$ cat src/rtl/fetch_ctrl_if.sv
// Instruction-memory request/response channel between fetch_ctrl and InstrMem.
// One request may be outstanding; ready accepts a request, valid returns its word.
interface fetch_ctrl_if;
   logic        req;
   logic [31:0] addr;
   logic        ready;
   logic        valid;
   logic [31:0] rdata;

   modport master (output req, addr, input ready, valid, rdata);
   modport slave  (input req, addr, output ready, valid, rdata);
endinterface

$ cat src/rtl/fetch_ctrl.sv
// Fetch sequencer: owns the fetch PC, issues one instruction-memory request at
// a time, applies branch redirects (squashing an in-flight fetch if needed) and
// holds each fetched word until decode takes it.
module fetch_ctrl #(
   parameter logic [31:0] RESET_PC = 32'h0000_0000,
   parameter logic [31:0] PC_STEP  = 32'd4
) (
   input  logic                clk,
   input  logic                reset,
   input  logic                taken,
   input  logic [31:0]         branch_address,
   input  logic                stall,
   fetch_ctrl_if.master        imem,
   output logic [31:0]         pc,
   output logic [31:0]         instr,
   output logic                instr_valid
);

   typedef enum logic [1:0] {
      S_REQ  = 2'd0,
      S_WAIT = 2'd1,
      S_HOLD = 2'd2
   } state_t;

   state_t      state, state_nxt;
   logic [31:0] fetch_pc;
   logic [31:0] req_addr;
   logic        squash;
   logic [31:0] target;
   logic        accept;
   logic        deliver;

   // Redirect targets are word aligned.
   assign target  = {branch_address[31:2], 2'b00};
   assign accept  = (state == S_REQ) && imem.ready;
   // A returned word is kept only if it was not squashed earlier and no
   // redirect arrives in the same cycle.
   assign deliver = (state == S_WAIT) && imem.valid && !squash && !taken;

   // State register.
   always_ff @(posedge clk) begin
      if (reset) state <= S_REQ;
      else       state <= state_nxt;
   end

   // Next state: a response in WAIT always ends the outstanding fetch; it only
   // moves to HOLD when the word is kept.
   always_comb begin
      state_nxt = state;
      case (state)
         S_REQ:   if (imem.ready) state_nxt = S_WAIT;
         S_WAIT:  if (imem.valid) state_nxt = deliver ? S_HOLD : S_REQ;
         S_HOLD:  if (taken || !stall) state_nxt = S_REQ;
         default: state_nxt = S_REQ;
      endcase
   end

   // Request outputs: asserted only in REQ and never while reset is applied.
   always_comb begin
      imem.req  = (state == S_REQ) && !reset;
      imem.addr = fetch_pc;
   end

   // Fetch PC, squash flag and the held instruction.
   always_ff @(posedge clk) begin
      if (reset) begin
         fetch_pc    <= RESET_PC;
         req_addr    <= RESET_PC;
         squash      <= 1'b0;
         pc          <= RESET_PC;
         instr       <= '0;
         instr_valid <= 1'b0;
      end else begin
         case (state)
            S_REQ: begin
               if (accept) begin
                  req_addr <= fetch_pc;
                  // The old address is already accepted; its data must be dropped.
                  squash   <= taken;
               end
            end
            S_WAIT: begin
               // The response retires the fetch either way; a redirect with no
               // response yet marks the pending word as stale.
               if (imem.valid) squash <= 1'b0;
               else if (taken) squash <= 1'b1;
            end
            S_HOLD: begin
               if (taken || !stall) instr_valid <= 1'b0;
            end
            default: ;
         endcase

         if (deliver) begin
            instr       <= imem.rdata;
            pc          <= req_addr;
            instr_valid <= 1'b1;
         end

         // Redirect beats the sequential increment; the add wraps at 2^32.
         if (taken)        fetch_pc <= target;
         else if (deliver) fetch_pc <= req_addr + PC_STEP;
      end
   end

endmodule

$ cat src/flat_wrapper.sv
// flat-port wrapper written by rule: the top's interface ports become plain ports
module fetch_ctrl_flat 
#(
   parameter logic [31:0] RESET_PC = 32'h0000_0000,
   parameter logic [31:0] PC_STEP  = 32'd4
)
  (clk, reset, taken, branch_address, stall, pc, instr, instr_valid, imem_req, imem_addr, imem_ready, imem_valid, imem_rdata);
  fetch_ctrl_if imem_i ();
  input  logic clk;
  input  logic reset;
  input  logic taken;
  input  logic [31:0] branch_address;
  input  logic stall;
  output logic [31:0] pc;
  output logic [31:0] instr;
  output logic instr_valid;
  output wire logic [$bits(imem_i.req)-1:0] imem_req;
  output wire logic [$bits(imem_i.addr)-1:0] imem_addr;
  input wire logic [$bits(imem_i.ready)-1:0] imem_ready;
  input wire logic [$bits(imem_i.valid)-1:0] imem_valid;
  input wire logic [$bits(imem_i.rdata)-1:0] imem_rdata;
  assign imem_req = imem_i.req;
  assign imem_addr = imem_i.addr;
  assign imem_i.ready = imem_ready;
  assign imem_i.valid = imem_valid;
  assign imem_i.rdata = imem_rdata;
  fetch_ctrl #(.RESET_PC(RESET_PC), .PC_STEP(PC_STEP)) u_core (.clk(clk), .reset(reset), .taken(taken), .branch_address(branch_address), .stall(stall), .imem(imem_i), .pc(pc), .instr(instr), .instr_valid(instr_valid));
endmodule
$ cat config.mk
export PLATFORM = sky130hd
export DESIGN_NAME = fetch_ctrl_flat
export DESIGN_NICKNAME = d
export VERILOG_FILES = /design/src/rtl/fetch_ctrl_if.sv /design/src/rtl/fetch_ctrl.sv /design/src/flat_wrapper.sv
export SDC_FILE = /design/constraint.sdc
export NUM_CORES = 1
export LEC_CHECK = 0
export CAP_MARGIN = 20
export CORE_ASPECT_RATIO = 0.6
export CORE_MARGIN = 4
export CORE_UTILIZATION = 40
export CTS_CLUSTER_SIZE = 10
export DETAILED_ROUTE_END_ITERATION = 16
export PLACE_DENSITY_LB_ADDON = 0.12
export SYNTH_ARGS = -nofsm -noshare
export SYNTH_HDL_FRONTEND = slang
export SYNTH_SLANG_ARGS = --single-unit
$ cat constraint.sdc
create_clock -name clk -period 1.8 [get_ports clk]
set_input_delay 0.36 -clock clk [delete_from_list [all_inputs] [get_ports clk]]
set_output_delay 0.36 -clock clk [all_outputs]
set_load 0.03 [all_outputs]
# Word level (Yosys, flattened, before mapping)
# Cells that the tools add are included.
# W data, S select, Z words.
# word_totals
word_cells	50
reg_bits	132
# op_classes
reduce_logical	20
n_mux	14
add_sub_neg	1
n_eq_ne	7
# op_table
operator	n
$mux W32	2
$add A32 B3 Y32 const B	1
$mux W2	4
$reduce_bool A2 Y1	4
$mux W1	6
$pmux W2 S3	1
$reduce_and A3 Y1	2
$logic_and A1 B1 Y1	5
$logic_not A1 Y1	4
$ne A2 B1 Y1 const B	2
$ne A2 B2 Y1 const B	2
$reduce_and A2 Y1	2
$ne A3 B3 Y1 const B	1
$eq A2 B1 Y1 const B	1
$eq A2 B2 Y1 const B	1
$logic_not A2 Y1	1
$pmux W1 S2	1
$reduce_or A2 Y1	1
$logic_or A1 B1 Y1	1

# Logic depth before layout (Yosys ltp)
# Gate-level depths: netlist of run 1.
# logic_depth
depth_word	7
depth_mapped	7
depth_no_buf	6

# Worst setup path after synthesis of run 1
# OpenSTA, ideal clock, no wires.
# synth_timing
path_type	reg2reg
startpoint	reg u_core.req_addr[2]
endpoint	reg u_core.fetch_pc[30] (netlist: u_core.imem.addr[30])
setup_slack_ps	25
synth_period_minus_slack_ps	1775
stages_incl_launch_ff	7
path_buffers	0
arrival_time_ps	1663
path_cell_list	dfxtp_1 > ha_1 > and2_1 > nand3_1 > nor3_1 > xnor2_1 > a2111oi_1
# synth_between
elab_chain_cells	3
# synth_rtl
item	line_no	text
start, declared	fetch_ctrl.sv:27	logic [31:0] req_addr;
start signal, assigned	fetch_ctrl.sv:77	req_addr <= fetch_pc;
$add A32 B3 Y32	fetch_ctrl.sv:102	else if (deliver) fetch_pc <= req_addr + PC_STEP;
$mux W32	fetch_ctrl.sv:102	
$mux W32	fetch_ctrl.sv:101	if (taken) fetch_pc <= target;
end signal, assigned	fetch_ctrl.sv:101	
end signal, assigned	fetch_ctrl.sv:102	
end, declared	fetch_ctrl.sv:26	logic [31:0] fetch_pc;
# No other way between the ends. The select of a mux whose other input is x is not followed.
# A chain may end at the register's enable or synchronous reset.

# Final worst setup path of run 1
# layout_timing
startpoint	reg u_core.pc[21]
endpoint	out pc[21]
# layout_lines
item	line_no	text
start, declared	fetch_ctrl.sv:14	output logic [31:0] pc,
start signal, assigned	fetch_ctrl.sv:96	pc <= req_addr;
end, declared	flat_wrapper.sv:14	output logic [31:0] pc;
# No word-level cell between the ends.

==> results of run 1 <==
==> worst paths after layout <==
kind	startpoint	endpoint	slack (ps)	cells after the start
max reg2reg	u_core.req_addr[7]	u_core.imem.addr[18]	40	6
min reg2reg	u_core.instr[21]	u_core.instr[21]	450	2
max	u_core.pc[21]	pc[21]	40	1
min	reset	u_core.squash	390	3
==> cell type report <==
class / count / share of cell area (%)
flip-flops and latches: 132 / 31.7
clock buffers: 18 / 5.26
repair buffers: 222 / 26.5
inverters: 7 / 0.314
clock inverters: 14 / 1.26
well taps: 170 / 2.55
multi-input cells: 500 / 32.4
==> placed cells by master (no fill, tap or decap), drive strengths merged, types with 2 or more instances in the layout <==
cell,synthesis,layout
a2111oi,9,9
nor4,2,2
a31oi,2,2
clkdlybuf4s50,0,66
dlygate4sd2,0,49
and3,10,10
xnor2,19,19
a21oi,108,108
buf,14,60
o22ai,5,5
and4,7,7
dlymetal6s2s,0,47
nand3,11,11
nor2,28,28
o21ai,15,15
a211oi,5,5
inv,7,10
and2,2,2
clkbuf,40,18
a221oi,4,4
or3,3,3
clkinvlp,0,5
nor3,23,23
nand2,218,218
mux2i,2,2
dfxtp,132,132
nor2b,2,2
xor2,7,7
clkinv,0,6
nand4,7,7
==> cell families after synthesis <==
logic type / share of synthesized area, %
fa+ha+maj: 0.229
xor+xnor: 4.17
mux: 0.366
flops: 48.4
simple gates: 25.6
buf+inv: 4.53
compound gates: 16.7
==> report_power, final <==
part           internal (mW)  total (mW)  switching [mW]
registers               3.02        3.11          0.0830
logic                  0.393       0.903           0.511
clock network           1.81        3.17            1.37
total                   5.22        7.18            1.96
==> flip-flops by register name (all words and copies together) (netlist names) <==
name and count:
u_core.imem.addr 32, u_core.instr 32, u_core.instr_valid 1, u_core.pc 32
u_core.req_addr 32, u_core.squash 1, u_core.state 2
==> routing by layer <==
| metal | global-route usage (%) | vias up | share of wire, % |
|---|---|---|---|
| li1 | - | 2710 | - |
| met1 | 29.5 | 2590 | 47 |
| met2 | 32.5 | 201 | 44 |
| met3 | 6.60 | 18 | 8.2 |
| met4 | 5.60 | 0 | 1.2 |
| met5 | 0 | - | 0 |
==> what timing repair did <==
item / CTS / global route
setup endpoints to repair: 55 / 57
pin swaps: 0 / 16
buffers inserted: 0 / 1
gates resized for setup: 54 / 76
==> qor.yml, run 1 <==
status:
  status: "complete, no violations"
placed_design:
  dp_slack_ps: -233
  place_inst: 1030
  place_hpwl_um: 12100
  gp_congestion: 0.855
  portBuffers: 165
  placed_cell_area_sq_mm: 0.00762
logic_synthesis:
  synth_top_area_cell: "dfxtp_1"
  async_flop_share_pct: 0
  synth_top_area_share_pct: 48.4
  avgSynthCellArea_sq_um: 7.89
  synthCells: 693
  yosysWarnings: 0
  synthTopCellsByCount: "218 x nand2_1, 132 x dfxtp_1, 108 x a21oi_1"
  synth.most_common_cell: "nand2_1"
  synth_edf_count: 0
  ys.flop_type: "dfxtp_1"
  synthTopCellsByArea: "dfxtp_1 48%, nand2_1 15%, a21oi_1 9.9%, xnor2_1 3.0%, clkbuf_1 2.7%"
  yosysUniqueCellTypes: 44
  syn_nets: 764
  ys_ff_latch: 132
  ys_seq_area_share_pct: 48.4
  syn-cell-area_sq_mm: 0.00547
setup_path:
  critPathSlowestCell: "clkdlybuf4s50_1"
  crit_required_ps: 1440
  cp-end-kind: "primary output"
  cp.arrival_ps: 1400
  critPathBufInv: 1
  critPathKind: "flip-flop to primary output"
  critPathMaxFanout: 2
  critPathLaunchType: "flip-flop"
  cpLargestDelayFamily: "buffers and inverters"
  critical_path.max_stage_delay_ps: 670
  path_cells: "clkdlybuf4s50_1"
finish:
  nFillCells: 1114
  drive_above_1_share_pct: 14.4
  multi_input_area_sq_mm: 0.00271
  syn2layout_area_growth_pct: 52.9
  regArea_sq_mm: 0.00265
  final_core_util_pct: 63.8
  diodes: 0
  design_area_sq_mm: 0.00836
  finalNetCount: 951
  stdcell_count: 1063
sta:
  rsz0062_at_grt: "yes"
  final.setup.worst_slack_ps: 36.8
  holdWs_ps: 392
  period_share_pct: 98.0
  max_freq_mhz: 567
  min_period_ps: 1760
  max_slew_margin_pct: 68.7
  fin_worst_skew_ps: 7.31
  setup_viol_count_final: 0
  slew_viol_final: 0
  hold_viol_final: 0
  finalSetupTns_ps: 0
  worst_pin_slew_ps: 469
hold_path:
  hold_class: "primary input to flip-flop"
clocking:
  cts.sinks: 132
  hold_buffers: 0
  cts_tree: "done"
  numCtsBuffers: 17
  clockBufferDepth: 2
  cts_root_buf: "clkbuf_16"
  path_clk_slew_ps: 60
  htree_levels: 4
  clk_latency_ps: 410
detailed_routing:
  wl_um: 17500
  dr.pass1.iters: 5
  vias: 5519
  wl_per_cell_um: 16.5
  ant_nets: 0
  vias_per_cell: 5.19
  route.detailed.drc: 0
  drt_iter0_drc: 377
power_and_ir_drop:
  p_leak_nw: 4.01
  finalPower_mw: 7.18
  irDropWorstVdd_mv: 0.650
  powerDensity_mw_per_mm2: 860
die:
  fp.dieW_um: 159
  coreArea_sq_mm: 0.0131
  initial_core_util_pct: 41.7
  dieArea_sq_mm: 0.0157
  boundaryPins: 168
  rows: 32
  die_h_um: 98.5
global_routing:
  gr-usage-all-layers_pct: 21.3
  grt_max_degree: 60
  antenna_found_initial: 0
  first_global_vias: 5225
  grt_overflow: 0
  grt_pass1_wl_um: 27300
job:
  drv_cap: 0
Power figures use the tool's default switching activity.
==> inputs of run 2 (changes only) <==
- SLEW_MARGIN: default -> 20
==> results of run 2 <==
No change in the layout: final DEF, timing and power equal those of run 1.
==> inputs of run 3 (changes only) <==
- CORE_MARGIN: 4 -> default
==> qor.yml, run 3 (same netlist as run 1, synthesis figures left out) <==
global_routing:
  first_global_vias: 5363
  grt_overflow: 0
  gr-usage-all-layers_pct: 24.6
  grt_pass1_wl_um: 27600
  grt_max_degree: 88
  antenna_found_initial: 0
power_and_ir_drop:
  powerDensity_mw_per_mm2: 921
  p_leak_nw: 3.97
  seq_power_share_pct: 39.7
  combPwrFrac_pct: 11.7
  swShare_pct: 24.3
  p_switching_mw: 1.90
  finalPower_mw: 7.83
  irDropWorstVdd_mv: 0.801
  clkPwrFrac_pct: 48.6
  cell_internal_pwr_mw: 5.92
finish:
  syn2layout_area_growth_pct: 55.4
  finalNetCount: 951
  multi_input_area_sq_mm: 0.00272
  mostFrequentLayoutCells: "217 x nand2_1, 126 x dfxtp_1, 108 x a21oi_1"
  final_core_util_pct: 64.9
  nFillCells: 1098
  stdcell_count: 1062
  diodes: 0
  regArea_sq_mm: 0.00265
  design_area_sq_mm: 0.00849
  layout_commonest_cell: "nand2_1"
  drive_above_1_share_pct: 14.3
setup_path:
  crit_required_ps: 2080
  critPathMaxFanout: 5
  r2r-end: "u_core.imem.addr[21]"
  reg2reg_slack_ps: 20
  ff2ff_path_depth: 6
  critPathLaunchType: "flip-flop"
  crit_start: "u_core.req_addr[7]"
  critPathKind: "flip-flop to flip-flop"
  reg2reg_from: "u_core.req_addr[7]"
  cp.arrival_ps: 2070
  cp-end-kind: "flip-flop"
clocking:
  path_clk_slew_ps: 60
  hold_buffers: 0
  cts.sinks: 132
  numCtsBuffers: 17
  clockBufferDepth: 2
  htree_levels: 4
  clk_latency_ps: 410
  cts_root_buf: "clkbuf_16"
  cts_tree: "done"
sta:
  period_share_pct: 99.0
  finalSetupTns_ps: 0
  worst_pin_slew_ps: 431
  setup_viol_count_final: 0
  max_freq_mhz: 561
  hold_viol_final: 0
  fin_worst_skew_ps: 15.9
  slew_viol_final: 0
  max_slew_margin_pct: 71.3
  final.setup.worst_slack_ps: 18.6
  holdWs_ps: 239
  min_period_ps: 1780
  rsz0062_at_grt: "yes"
placed_design:
  placed_cell_area_sq_mm: 0.00761
  place_inst: 1027
  gp_congestion: 0.815
  dp_slack_ps: -221
  portBuffers: 165
  place_hpwl_um: 11700
die:
  boundaryPins: 168
  coreArea_sq_mm: 0.0131
  die_h_um: 92.5
  rows: 32
  initial_core_util_pct: 41.7
  dieArea_sq_mm: 0.0141
  fp.dieW_um: 153
hold_path:
  hold_path_startpoint: "reset"
  min_to: "u_core.req_addr[9]"
  whs_path_depth: 2
  hold_class: "primary input to flip-flop"
detailed_routing:
  vias_per_cell: 5.19
  drt_iter0_drc: 444
  dr.pass1.iters: 6
  wl_um: 17400
  route.detailed.drc: 0
  vias: 5515
  ant_nets: 0
  wl_per_cell_um: 16.4
job:
  drv_cap: 0
status:
  status: "complete, no violations"
==> run 3: cell types whose count changed in the layout (fill, tap and decap cells not counted), sizes merged <==
cell	change
clkinv	-2
nand4	+1
clkbuf	+1
clkdlybuf4s50	+16
bufinv	+5
buf	-1
inv	-1
dlymetal6s2s	-1
dlygate4sd2	-15
clkinvlp	-4
==> run 3: layout make-up <==
type | count | area share (%)
multi-input combinational | 501 | 32.1
sequential | 132 | 31.2
timing repair buffer | 221 | 26.3
clock buffer | 19 | 5.21
tap | 170 | 2.50
clock inverter | 12 | 2.39
inverter | 7 | 0.309
==> run 3: per-layer routing <==
layer	global-route usage (%)	share of wire (%)	up-vias
li1	-	-	2716
met1	34.4	47	2573
met2	36.6	44	202
met3	7.39	7.8	24
met4	6.82	1.2	0
met5	0	0	-
==> run 3: worst max-delay path, cell delays in order, from the launching register on <==
cell	delay, ps
dfxtp_2	330
and4_4	300
nand4_4	190
buf_6	190
nor3_2	170
xnor2_1	90
a2111oi_0	380
==> run 3: how the worst max path moves through the flow <==
stage	end	slack, ps	cells past startpoint
after floorplan	u_core.imem.addr[30]	30	6
final	u_core.imem.addr[21]	20	6
after detailed placement	u_core.imem.addr[6]	-220	7
after global placement	u_core.imem.addr[8]	-160	6
after global routing	u_core.imem.addr[31]	-50	6
after CTS	u_core.imem.addr[27]	-6	5
==> run 3: repair_timing <==
| action | in CTS | in global routing |
|---|---|---|
| endpoints found under the setup margin | 43 | 60 |
| setup buffers | 1 | 2 |
| gates cloned | 0 | 1 |
| pin swaps | 1 | 9 |
| gates resized for setup | 37 | 76 |
==> run 3: power groups by stage <==
stage / sequential [mW] / clock [mW] / combinational (mW)
floorplan: 3.30 / 0 / 0.320
global placement: 3.16 / 0 / 0.920
detailed placement: 3.17 / 0 / 0.936
CTS: 3.10 / 3.83 / 0.910
global route: 3.12 / 3.99 / 0.985
finish: 3.11 / 3.80 / 0.914
==> edit 1, RTL diff (flow settings as in run 2) <==
Encoding of `state_t`: now one-hot (3 bits for 3 states).
--- a/src/rtl/fetch_ctrl.sv
+++ b/src/rtl/fetch_ctrl.sv
@@ -16,10 +16,10 @@
    output logic                instr_valid
 );
 
-   typedef enum logic [1:0] {
-      S_REQ  = 2'd0,
-      S_WAIT = 2'd1,
-      S_HOLD = 2'd2
+   typedef enum logic [2:0] {
+      S_REQ  = 3'b001,
+      S_WAIT = 3'b010,
+      S_HOLD = 3'b100
    } state_t;
 
    state_t      state, state_nxt;
Formal check against the unedited RTL: same outputs for any inputs over 10 cycles, from zero or initial values and one cycle with reset high; not proved beyond that.
==> edit 1 against run 2 <==
- the flow now finishes with violations (negative setup slack)
- sequential power barely moved
- clock skew is 0.0035 ns higher
- final area increased by 4.3%
- area after synthesis rose by 1.1%
- power grew 1.3%
- worst setup slack got worse by 0.054 ns
- sequential cell count is 1 higher
- routed wire length rose by 5.1%
- critical endpoint is now u_core.imem.addr[23]
- largest cell class unchanged
==> edit 1: results (changes against run 2) <==
Worst setup path
  • Crit path DAT: 2.14 ns (+0.74 ns)
  • Worst Path Max Fanout: 6 (+4)

STA
  • # setup viols final: 4 (+4)
  • Final worst slack: -0.0175 ns (-0.0543 ns)
  • Setup TNS: -0.0398 ns (-0.0398 ns)

Worst hold path
  • Worst hold stages: 2 (-1)

Global route
  • Met2 usage: 34.7% (+2.1 points)
  • Vias in the first global route: 5679 (+8.7%)
  • Tot GR Track Use: 22.4% (+1.0 points)
  • Met1 Use GR: 29.4% (-0.12 points)
  • Global-route wire length before repair: 28800 µm (+5.6%)

Place
  • Setup WS pre-CTS: -0.161 ns (+0.0721 ns)
  • Detailed placement HPWL: 12300 µm (+2.0%)
  • GP Congestion: 0.859 (+0.51%)
  • Area after DPL: 0.00770 mm² (+1.1%)

Logic synthesis
  • Cells taking the most area after synthesis: dfxtp_1, nand2_1, a21oi_1, xnor2_1, clkbuf_1
  • Syn Nets: 776 (+1.6%)
  • Synth top cells by count: nand2_1, dfxtp_1, a21oi_1
  • Mux cell area share after synthesis: 0% (-0.37 points)

Layout
  • Fraction of layout cells with a size suffix above 1: 17.4% (+2.9 points)
  • Post-Layout Cell Count: 1086 (+2.2%)

Power and ir drop
  • Internal cell power: 5.52 mW (+5.7%)

Outcome
  • Status: complete, but fails checks
  • Failing checks: negative setup slack

Drt
  • Metal1 wirelength: 8270 µm (+0.56%)
  • Initial DRC Count: 325 (-14%)
  • Routed len/inst: 16.9 µm (+2.9%)

Clock network
  • Post-CTS sizing: 70 (+30%)
  • Post-CTS setup buffers: 6 (+6)
==> edit 1: final timing paths <==
| kind | slack [ns] | to | startpoint |
|---|---|---|---|
| worst max-delay path | -0.02 | u_core.imem.addr[23] | u_core.state[0] |
| worst min-delay path | 0.27 | u_core.imem.addr[23] | reset |
| worst max register to register | -0.02 | u_core.imem.addr[23] | u_core.state[0] |
| worst min register to register | 0.45 | u_core.instr[18] | u_core.instr[18] |
==> edit 1: area by class of cell <==
type	count	area, µm²	share of cell area, %
Tap cell	170	213	2.44
Clock inverter	9	101	1.16
Clock buffer	23	478	5.48
Inverter	5	18.8	0.215
Multi-Input combinational cell	511	2890	33.2
Timing Repair Buffer	235	2330	26.7
Sequential cell	133	2680	30.8
==> edit 1: power by group through the flow <==
stage                     Sequential [mW]  Combinational, mW  Clock [mW]
after floorplan                      3.25              0.267           0
after global placement               3.15              0.749           0
after detailed placement             3.15              0.762           0
after CTS                            3.09              0.742        3.45
after global routing                 3.10              0.827        3.59
final                                3.10              0.772        3.41
==> edit 2, RTL diff (config.mk and constraints of run 2) <==
Without the edit above. Make the reset (`reset`) asynchronous in 2 clocked blocks.
--- a/src/rtl/fetch_ctrl.sv
+++ b/src/rtl/fetch_ctrl.sv
@@ -38,7 +38,7 @@
    assign deliver = (state == S_WAIT) && imem.valid && !squash && !taken;
 
    // State register.
-   always_ff @(posedge clk) begin
+   always_ff @(posedge clk or posedge reset) begin
       if (reset) state <= S_REQ;
       else       state <= state_nxt;
    end
@@ -62,7 +62,7 @@
    end
 
    // Fetch PC, squash flag and the held instruction.
-   always_ff @(posedge clk) begin
+   always_ff @(posedge clk or posedge reset) begin
       if (reset) begin
          fetch_pc    <= RESET_PC;
          req_addr    <= RESET_PC;
Check against the original RTL: differs if reset is asserted again (counterexample within 4 cycles, from zero or initial values and one cycle with reset high); with reset held inactive, the same outputs for 10 cycles.
==> edit 2 against run 2 <==
- first-iteration DRC count shrank 12%
- sequential cell count is the same
- global-route usage down 0.69 points
- worst setup slack better by 0.055 ns
- hold slack lost 0.088 ns
- count of clock-buffer cells in the layout did not move
- final area increased by 2.7%
- routed wire length decreased by 4.3%
- area after synthesis grew 6.8%
- critical path type is now flop to flop
- largest cell class is now flip-flops and latches
- highest routed layer unchanged
Power is not compared: it rests on default switching activity, and its combinational part moved more than twofold at a synthesized area within 25%.
==> edit 2: results (changes against run 2) <==
Outcome
  • Status: finished, final reports clean

Drt
  • Initial DRC Count: 333 (-12%)
  • Metal1 wirelength: 8340 µm (+1.4%)
  • DR WL met2: 7270 µm (-4.6%)
  • Met3 wire len: 1040 µm (-27%)
  • DRT Pass-1 Iters: 4 (-1)
  • Overall routed net length: 16800 µm (-4.3%)
  • DR vias: 4979 (-9.8%)

Logic synthesis
  • Synth Area in Adders: 0.214% (-0.014 points)
  • Syn Nets: 683 (-11%)
  • Complex-gate fraction of the synthesized area: 6.00% (-11 points)
  • Cells after synthesis: 612 (-12%)
  • Share of synthesized flip-flops with an asynchronous set or reset: 100% (+100 points)
  • Mux cell area share after synthesis: 6.65% (+6.3 points)
  • Seq/Total Area, Yosys: 56.6% (+8.3 points)
  • Synth unique cells: 39 (-11%)
  • Post-synthesis xor/xnor area fraction: 3.45% (-0.71 points)
  • Cells taking the most area after synthesis: dfrtp_1, nand2_1, mux2_2, xor2_1, nand4_1
  • Synth top cells by count: nand2_1, dfrtp_1, mux2_2

Place
  • Placed insts: 968 (-6.0%)
  • IO Port Bufs: 165 (unchanged)
  • Setup WS pre-CTS: -0.130 ns (+0.103 ns)
  • GP Congestion: 0.804 (-6.0%)
  • Area after DPL: 0.00797 mm² (+4.7%)
  • Detailed placement HPWL: 11600 µm (-3.7%)

STA
  • Setup Skew: 0.00759 ns (+0.000276 ns)
  • Slew headroom: 75.8% (+7.1 points)
  • Final hold slack: 0.304 ns (-0.0884 ns)
  • Max frequency: 585 MHz (+3.2%)

Worst setup path
  • Slowest-stage cell, CP: or4_1
  • Reg2reg start: u_core.req_addr[12]
  • Setup Crit Path Kind: flop to flop
  • Worst Path Max Fanout: 10 (+8)
  • Reg-to-reg endpoint: u_core.imem.addr[21]
  • CP top delay family: simple AND/OR/NAND/NOR gates
  • Worst path max stage delay: 0.42 ns (-0.25 ns)
  • Internal reg-to-reg setup slack: 0.09 ns (+0.05 ns)
  • Crit path DAT: 2.05 ns (+0.65 ns)

Layout
  • Ant. Diodes: 0 (unchanged)
  • Fraction of layout cells with a size suffix above 1: 14.0% (-0.50 points)
  • Final net count: 868 (-8.7%)
  • Fill count: 1233 (+11%)
  • Post-Layout Cell Count: 1002 (-5.7%)

Global route
  • Vias in the first global route: 5078 (-2.8%)
  • Met1 Use GR: 30.2% (+0.72 points)
  • Tot GR Track Use: 20.6% (-0.69 points)
  • Met3 usage: 6.55% (-0.055 points)
  • Global-route wire length before repair: 26800 µm (-1.8%)
  • Initial antenna violation count: 0 (unchanged)
  • Met2 usage: 30.2% (-2.3 points)

Clock network
  • Clock-pin slew on the worst setup and hold paths: 0.06 ns (about the same)
  • Cts bufs inserted: 17 (unchanged)
  • H-tree depth: 4 (unchanged)

Worst hold path
  • Hold crit path type: primary input to async pin

Power and ir drop
  • Static Leakage: 4.20 nW
-- edit 2: changes by cell type after synthesis, sizes merged, moves of 9 or more --
cell | run 2 | this run
dfrtp | 0 | 132
dfxtp | 132 | 0
a21oi | 108 | 18
mux2 | 0 | 30
clkbuf | 40 | 19
nand2 | 218 | 236
nor3 | 23 | 6
xnor2 | 19 | 6
nand4 | 7 | 17
o221ai | 0 | 10
xor2 | 7 | 17
a2111oi | 9 | 0
-- edit 2: final cells by class --
type | instances | share of cell area (%)
clock buffer | 18 | 5.12
clock inverter | 14 | 2.89
inverter | 7 | 0.350
tap | 192 | 2.80
sequential | 132 | 38.5
timing repair buffer | 203 | 22.6
multi-input combinational | 436 | 27.7
-- edit 2: what timing repair did --
item | CTS | global route
endpoints found under the setup margin | 95 | 8
setup buffers | 0 | 2
gates resized for setup | 95 | 5
-- edit 2: power breakdown --
part,leakage [nW],switching [mW],internal (mW)
clock network,0.328,1.38,2.66
logic,2.23,2.85,1.71
registers,1.65,0.735,3.93
total,4.20,4.96,8.30
